--- src/rtl/sdram_tester_pkg.sv ---
// Shared types and constants for the SDRAM built-in memory tester.
package sdram_tester_pkg;

  typedef enum logic [2:0] {
    S_IDLE,
    S_WR_REQ,
    S_WR_WAIT,
    S_RD_REQ,
    S_RD_WAIT,
    S_DONE,
    S_ABORT
  } tester_state_e;

  // x^16+x^14+x^13+x^11+1 in right-shift Fibonacci form: feedback from bits 0,2,3,5
  localparam logic [15:0] LFSR_TAPS          = 16'h002D;
  localparam logic [15:0] DEF_SEED           = 16'hACE1;
  localparam int          DEF_TIMEOUT_CYCLES = 1024;

  function automatic logic [15:0] lfsr_next(input logic [15:0] s);
    return {^(s & LFSR_TAPS), s[15:1]};
  endfunction

endpackage

--- src/rtl/sdram_lfsr16.sv ---
// 16-bit pattern generator; one instance serves both write and read passes.
module sdram_lfsr16
  import sdram_tester_pkg::*;
#(
  parameter logic [15:0] SEED = DEF_SEED
) (
  input  logic        clk_i,
  input  logic        rst_i,
  input  logic        load_i,
  input  logic        advance_i,
  output logic [15:0] value_o
);

  logic [15:0] lfsr_q;

  // Reload wins over advance so the last ack of a pass restarts the sequence.
  always_ff @(posedge clk_i) begin
    if (rst_i)          lfsr_q <= SEED;
    else if (load_i)    lfsr_q <= SEED;
    else if (advance_i) lfsr_q <= lfsr_next(lfsr_q);
  end

  assign value_o = lfsr_q;

endmodule

--- src/rtl/sdram_mem_tester.sv ---
// Write-then-verify LFSR memory test master for the SDRAM controller request port.
// Define MEM_TESTER_INVERT_PASS_EN to add a second pass using the inverted pattern.
module sdram_mem_tester
  import sdram_tester_pkg::*;
#(
  parameter int          ADDR_WIDTH     = 25,
  parameter int          DATA_WIDTH     = 16,
  parameter int unsigned START_ADDR     = 0,
  parameter int unsigned END_ADDR       = 2**25-1,
  parameter int          TIMEOUT_CYCLES = DEF_TIMEOUT_CYCLES,
  parameter logic [15:0] SEED           = DEF_SEED
) (
  input  logic                  sys_clk,
  input  logic                  sys_rst,
  input  logic                  start_i,
  output logic                  done_o,
  output logic                  pass_o,
  output logic                  timeout_o,
  output logic [15:0]           error_count_o,
  output logic [ADDR_WIDTH-1:0] first_err_addr_o,
  output logic [ADDR_WIDTH-1:0] mem_addr_o,
  output logic [DATA_WIDTH-1:0] mem_data_o,
  output logic                  mem_we_o,
  output logic                  mem_re_o,
  input  logic [DATA_WIDTH-1:0] mem_data_i,
  input  logic                  mem_ack_i,
  input  logic                  mem_busy_i
);

  localparam logic [ADDR_WIDTH-1:0] A_FIRST  = ADDR_WIDTH'(START_ADDR);
  localparam logic [ADDR_WIDTH-1:0] A_LAST   = ADDR_WIDTH'(END_ADDR);
  localparam int                    TW       = $clog2(TIMEOUT_CYCLES + 1);
  localparam logic [TW-1:0]         TMO_LOAD = TW'(TIMEOUT_CYCLES);

  tester_state_e         state_q;
  logic [ADDR_WIDTH-1:0] addr_q;
  logic [TW-1:0]         tmo_q;
  logic [15:0]           lfsr, pat, err_cnt_d;
  logic                  acked, last, start_ok, mismatch;

  sdram_lfsr16 #(.SEED(SEED)) u_lfsr (
    .clk_i     (sys_clk),
    .rst_i     (sys_rst),
    .load_i    (start_ok || (acked && last)),
    .advance_i (acked),
    .value_o   (lfsr)
  );

`ifdef MEM_TESTER_INVERT_PASS_EN
  logic inv_q;
  assign pat = inv_q ? ~lfsr : lfsr;
`else
  assign pat = lfsr;
`endif

  assign acked    = mem_ack_i && (state_q == S_WR_WAIT || state_q == S_RD_WAIT);
  assign last     = addr_q == A_LAST;
  assign start_ok = start_i && (state_q inside {S_IDLE, S_DONE, S_ABORT});
  assign mismatch = mem_ack_i && state_q == S_RD_WAIT && (mem_data_i != pat);
  assign err_cnt_d = (mismatch && error_count_o != 16'hFFFF) ? error_count_o + 16'd1
                                                             : error_count_o;

  always_ff @(posedge sys_clk) begin
    if (sys_rst) begin
      state_q          <= S_IDLE;
      addr_q           <= '0;
      tmo_q            <= '0;
      done_o           <= 1'b0;
      pass_o           <= 1'b0;
      timeout_o        <= 1'b0;
      error_count_o    <= '0;
      first_err_addr_o <= '0;
      mem_addr_o       <= '0;
      mem_data_o       <= '0;
      mem_we_o         <= 1'b0;
      mem_re_o         <= 1'b0;
`ifdef MEM_TESTER_INVERT_PASS_EN
      inv_q            <= 1'b0;
`endif
    end else begin
      unique case (state_q)
        S_IDLE, S_DONE, S_ABORT: if (start_i) begin
          done_o           <= 1'b0;
          pass_o           <= 1'b0;
          timeout_o        <= 1'b0;
          error_count_o    <= '0;
          first_err_addr_o <= '0;
          addr_q           <= A_FIRST;
          state_q          <= S_WR_REQ;
`ifdef MEM_TESTER_INVERT_PASS_EN
          inv_q            <= 1'b0;
`endif
        end
        S_WR_REQ: if (!mem_busy_i) begin
          mem_we_o   <= 1'b1;
          mem_addr_o <= addr_q;
          mem_data_o <= pat;
          tmo_q      <= TMO_LOAD;
          state_q    <= S_WR_WAIT;
        end
        S_RD_REQ: if (!mem_busy_i) begin
          mem_re_o   <= 1'b1;
          mem_addr_o <= addr_q;
          tmo_q      <= TMO_LOAD;
          state_q    <= S_RD_WAIT;
        end
        S_WR_WAIT, S_RD_WAIT: begin
          if (mem_ack_i) begin
            mem_we_o <= 1'b0;
            mem_re_o <= 1'b0;
            addr_q   <= last ? A_FIRST : addr_q + 1'b1;
            if (state_q == S_WR_WAIT) begin
              state_q <= last ? S_RD_REQ : S_WR_REQ;
            end else begin
              error_count_o <= err_cnt_d;
              if (mismatch && error_count_o == '0) first_err_addr_o <= addr_q;
              if (!last) state_q <= S_RD_REQ;
`ifdef MEM_TESTER_INVERT_PASS_EN
              else if (!inv_q) begin
                inv_q   <= 1'b1;
                state_q <= S_WR_REQ;
              end
`endif
              else begin
                state_q <= S_DONE;
                done_o  <= 1'b1;
                pass_o  <= (err_cnt_d == '0);
              end
            end
          end else if (tmo_q <= TW'(1)) begin
            // No ack within the budget: the controller is wedged, give up.
            mem_we_o  <= 1'b0;
            mem_re_o  <= 1'b0;
            timeout_o <= 1'b1;
            done_o    <= 1'b1;
            pass_o    <= 1'b0;
            state_q   <= S_ABORT;
          end else begin
            tmo_q <= tmo_q - 1'b1;
          end
        end
        default: state_q <= S_IDLE;
      endcase
    end
  end

endmodule

--- config.mk ---
export PLATFORM = sky130hd
export DESIGN_NAME = sdram_mem_tester
export DESIGN_NICKNAME = d
export VERILOG_FILES = /design/src/rtl/sdram_tester_pkg.sv /design/src/rtl/sdram_lfsr16.sv /design/src/rtl/sdram_mem_tester.sv
export SDC_FILE = /design/constraint.sdc
export NUM_CORES = 1
export LEC_CHECK = 0
export CAP_MARGIN = 20
export CORE_ASPECT_RATIO = 1.2
export CORE_MARGIN = 2
export CORE_UTILIZATION = 50
export CTS_CLUSTER_DIAMETER = 80
export DETAILED_ROUTE_END_ITERATION = 10
export PLACE_DENSITY = 0.84
export SYNTH_ARGS = -nofsm -noshare
export SYNTH_HDL_FRONTEND = slang
export SYNTH_HIERARCHICAL = 1
export SYNTH_SLANG_ARGS = --single-unit
--- constraint.sdc ---
create_clock -name sys_clk -period 2.9 [get_ports sys_clk]
set_clock_uncertainty 0.1 [all_clocks]
set_input_delay 0.58 -clock sys_clk [delete_from_list [all_inputs] [get_ports sys_clk]]
set_output_delay 0.58 -clock sys_clk [all_outputs]
set_load 0.02 [all_outputs]
==> impl_metrics.csv <==
group,metric,value,unit
outcome,outcome,"finished, final reports clean",
placement,globalplace.congestion,0.9101,
placement,io_buffer_count,107,
pwr,seqPwrFrac,0.411,
worst_setup_path,timing.critical_path.fanout_max,4,
worst_setup_path,timing.setup.critical_path_class,"in -> reg",
clock_tree,ctsHtreeMaxLevel,4,
synthesis,synth_top_cells_by_count,"dfxtp_1 (142), nand2_1 (137), a21oi_1 (80), nor2_1 (68), nand3_1 (36)",
worst_setup_path,required,3.14,ns
synthesis,post_synth_inst_count,793,
routing,dr_total_vias,6110,
routing,drtAntennaViolNets,0,
pwr,power.switching,0.001397,W
routing,dr_iter_0_viols,386,
flow_run,cap_violations,0,
sta,finalWorstSetupSlack,0.1833,ns
clock_tree,number_of_clock_sinks,142,
pwr,p_int,0.003723,W
sta,setup_tns,0,ns
worst_setup_path,crit_path_end_kind,"flop",
placement,place_ws,-0.1958,ns
finish,syn_to_final_growth,30.36,%
die,floorplan_die_height,129.6,µm
grt,grt_antenna_before_repair,0,
synthesis,number_of_enable_type_register_cells_in_the_synthesized_netlist,0,
routing,drt_drc_violations_left,0,
sta,rsz0062_at_grt,"no",
die,core.rowCount,45,
finish,n_antenna_cell,0,
worst_setup_path,endpoint_arrival_time_on_the_critical_path,2.95,ns
worst_setup_path,setup.worst_path.start_class,"input port",
die,die_w,108.6,µm
die,core-area,12720,µm²
routing,ratio_of_routed_vias_to_standard_cells,5.616,
pwr,cellLeakagePower,3.028,nW
sta,worst_slew_pin_slew,0.5956,ns
finish,multi_input_area,3406,µm²
finish,drive_above_1_share,0.1017,
synthesis,synth.largest_area_cell,"dfxtp_1",
synthesis,ys.warnings.count,6,
sta,final_hold_viol_count,0,
synthesis,synth.area.top_cells,"dfxtp_1 (43%), nand2_1 (7.8%), a21oi_1 (6.1%)",
pwr,switching_share,0.2728,
pwr,fin_total_pwr,0.005121,W
sta,post-route-period-util,0.9368,
routing,wire_length_reported_by_the_detailed_router,17170,µm
finish,sequential_cell_area,2843,µm²
finish,fill_cells,1037,
synthesis,dominant_cell_by_count_in_the_synthesized_netlist,"dfxtp_1",
synthesis,synth_top_area_share,0.4328,
clock_tree,cts-root-buf,"clkbuf_16",
grt,gr-usage-all-layers,0.2545,
pwr,combPwrFrac,0.150,
clock_tree,hold_buffers_post_cts,0,
synthesis,total_standard_cell_area_after_synthesis,6569,µm²
grt,globalRoute.totalOverflow,0,
pwr,power.density,598.0,nW/µm²
clock_tree,cts_setup_buffers,0,
grt,grt_max_degree,26,
die,initial_core_util,0.5162,
routing,wire_per_inst,15.78,µm
placement,dp_cells,1056,
synthesis,ys_dominant_reg_cell,"dfxtp_1",
sta,timing.final.setup_violations,0,
synthesis,synth_async_sr_flop_share,0,
min_path,worst_hold_path_type,"reg -> reg",
sta,maxSlewViolCount,0,
clock_tree,clk_latency,0.43,ns
sta,final_hold_slack,0.3514,ns
synthesis,synth.yosys.seq_area_share,0.4328,
synthesis,postSynthRegisterBits,142,
routing,dr.pass1.iters,5,
clock_tree,maximum_buffer_depth_of_the_clock_tree,2,
pwr,relative_contribution_of_the_clock_network_to_total_power,0.439,
synthesis,synth_cell_types,64,
synthesis,mappedNetlistNets,820,
placement,detailedPlacementHpwl,11830,µm
die,ios,108,
pwr,vdd.ir_drop.worst,0.3340,mV
clock_tree,clkTransAtPathRegs,0.06,ns
synthesis,post_synth.cell_area_avg,8.283,µm²
finish,nNetsFinal,938,
die,floorplan.die_area,14070,µm²
clock_tree,numCtsBuffers,17,
clock_tree,ctsResizeCount,0,
sta,max_transition_margin,0.6020,
sta,min_tclk_post_route,2.717,ns
clock_tree,cts_tree,"built",
grt,first_global_vias,5835,
finish,instances_no_fill,1088,
sta,achievable-frequency,368.1,MHz
grt,grt_pass1_wl,28430,µm
## cells in the final DEF (no fill, tap or decap), types with 18 or more instances in the layout
master           Yosys  routed
o21ai_0             19      19
xor2_1              32      32
nand3_1             36      36
xnor2_1             18      18
clkdlybuf4s50_1      0     106
nand2_1            137     137
buf_4                4      46
dfxtp_1            142     142
a21oi_1             80      80
nor2_1              68      68
## area by class of cell
| cell class | instances | share of cell area |
|---|---|---|
| multi-input cells | 581 | 0.3977 |
| flip-flops and latches | 142 | 0.3320 |
| repair buffers | 155 | 0.1695 |
| clock buffers | 19 | 0.05172 |
| well taps | 164 | 0.02396 |
| clock inverters | 13 | 0.01899 |
| inverters | 14 | 0.006137 |
## logic make-up (layout without fill, tap and decap cells)
logic type | count (synthesis) | in the layout | synth area share
muxes | 18 | 18 | 0.02762
adders and majority gates | 6 | 6 | 0.01143
and+or+nand+nor | 338 | 338 | 0.2432
DFF | 142 | 142 | 0.4328
xor gates and xnor gates | 53 | 53 | 0.07581
AOI/OAI and AO/OA | 166 | 166 | 0.1596
buffers and inverters | 70 | 201 | 0.04952
## path summary, 6_finish.rpt
kind                startpoint             to  slack, ns  cells after the start
max reg2reg  u_lfsr/value_o[0]         pass_o       0.36                      7
min reg2reg      mem_addr_o[2]  mem_addr_o[2]       0.35                      2
min              mem_addr_o[2]  mem_addr_o[2]       0.35                      2
max              mem_data_i[0]         pass_o       0.18                      8
## critical path, cell delays in order
cell,delay (ns)
clkdlybuf4s50_1,0.43
xor2_1,0.15
nor4_1,0.38
and4_1,0.35
nor2_2,0.09
or4_1,0.39
a221o_1,0.36
o31ai_2,0.22
## sequential cells by signal (all words and copies together) (netlist names), 3 cells and up
| register | count |
|---|---|
| addr_q | 25 |
| first_err_addr_o | 25 |
| mem_addr_o | 25 |
| error_count_o | 16 |
| mem_data_o | 16 |
| u_lfsr/value_o | 16 |
| tmo_q | 11 |
| state_q | 3 |
## stage by stage
step / utilization / instance area [µm²]
2_1_floorplan: - / 6569
3_3_place_gp: 0.6254 / 7958
3_5_place_dp: 0.6254 / 7958
4_1_cts: 0.6730 / 8563
5_1_grt: 0.6730 / 8563
6_report: 0.6730 / 8563
## power groups by stage
stage / Combinational (W) / Clock [W] / Sequential (W)
after detailed placement: 0.000746 / 0 / 0.00215
after global placement: 0.000735 / 0 / 0.00215
after CTS: 0.000763 / 0.00226 / 0.00211
after global routing: 0.000847 / 0.00234 / 0.00212
final: 0.000769 / 0.00225 / 0.00211
after floorplan: 0.000513 / 0 / 0.00214
## layer usage
layer,share of wire,wire length (µm),vias up,GRT usage
li1,-,-,3015,-
met1,0.42,7241,2851,0.3109
met2,0.50,8562,210,0.4371
met3,0.056,968,34,0.05584
met4,0.023,396,0,0.09578
met5,0,0,-,0
Note: power is estimated with default switching activity, not from simulation.
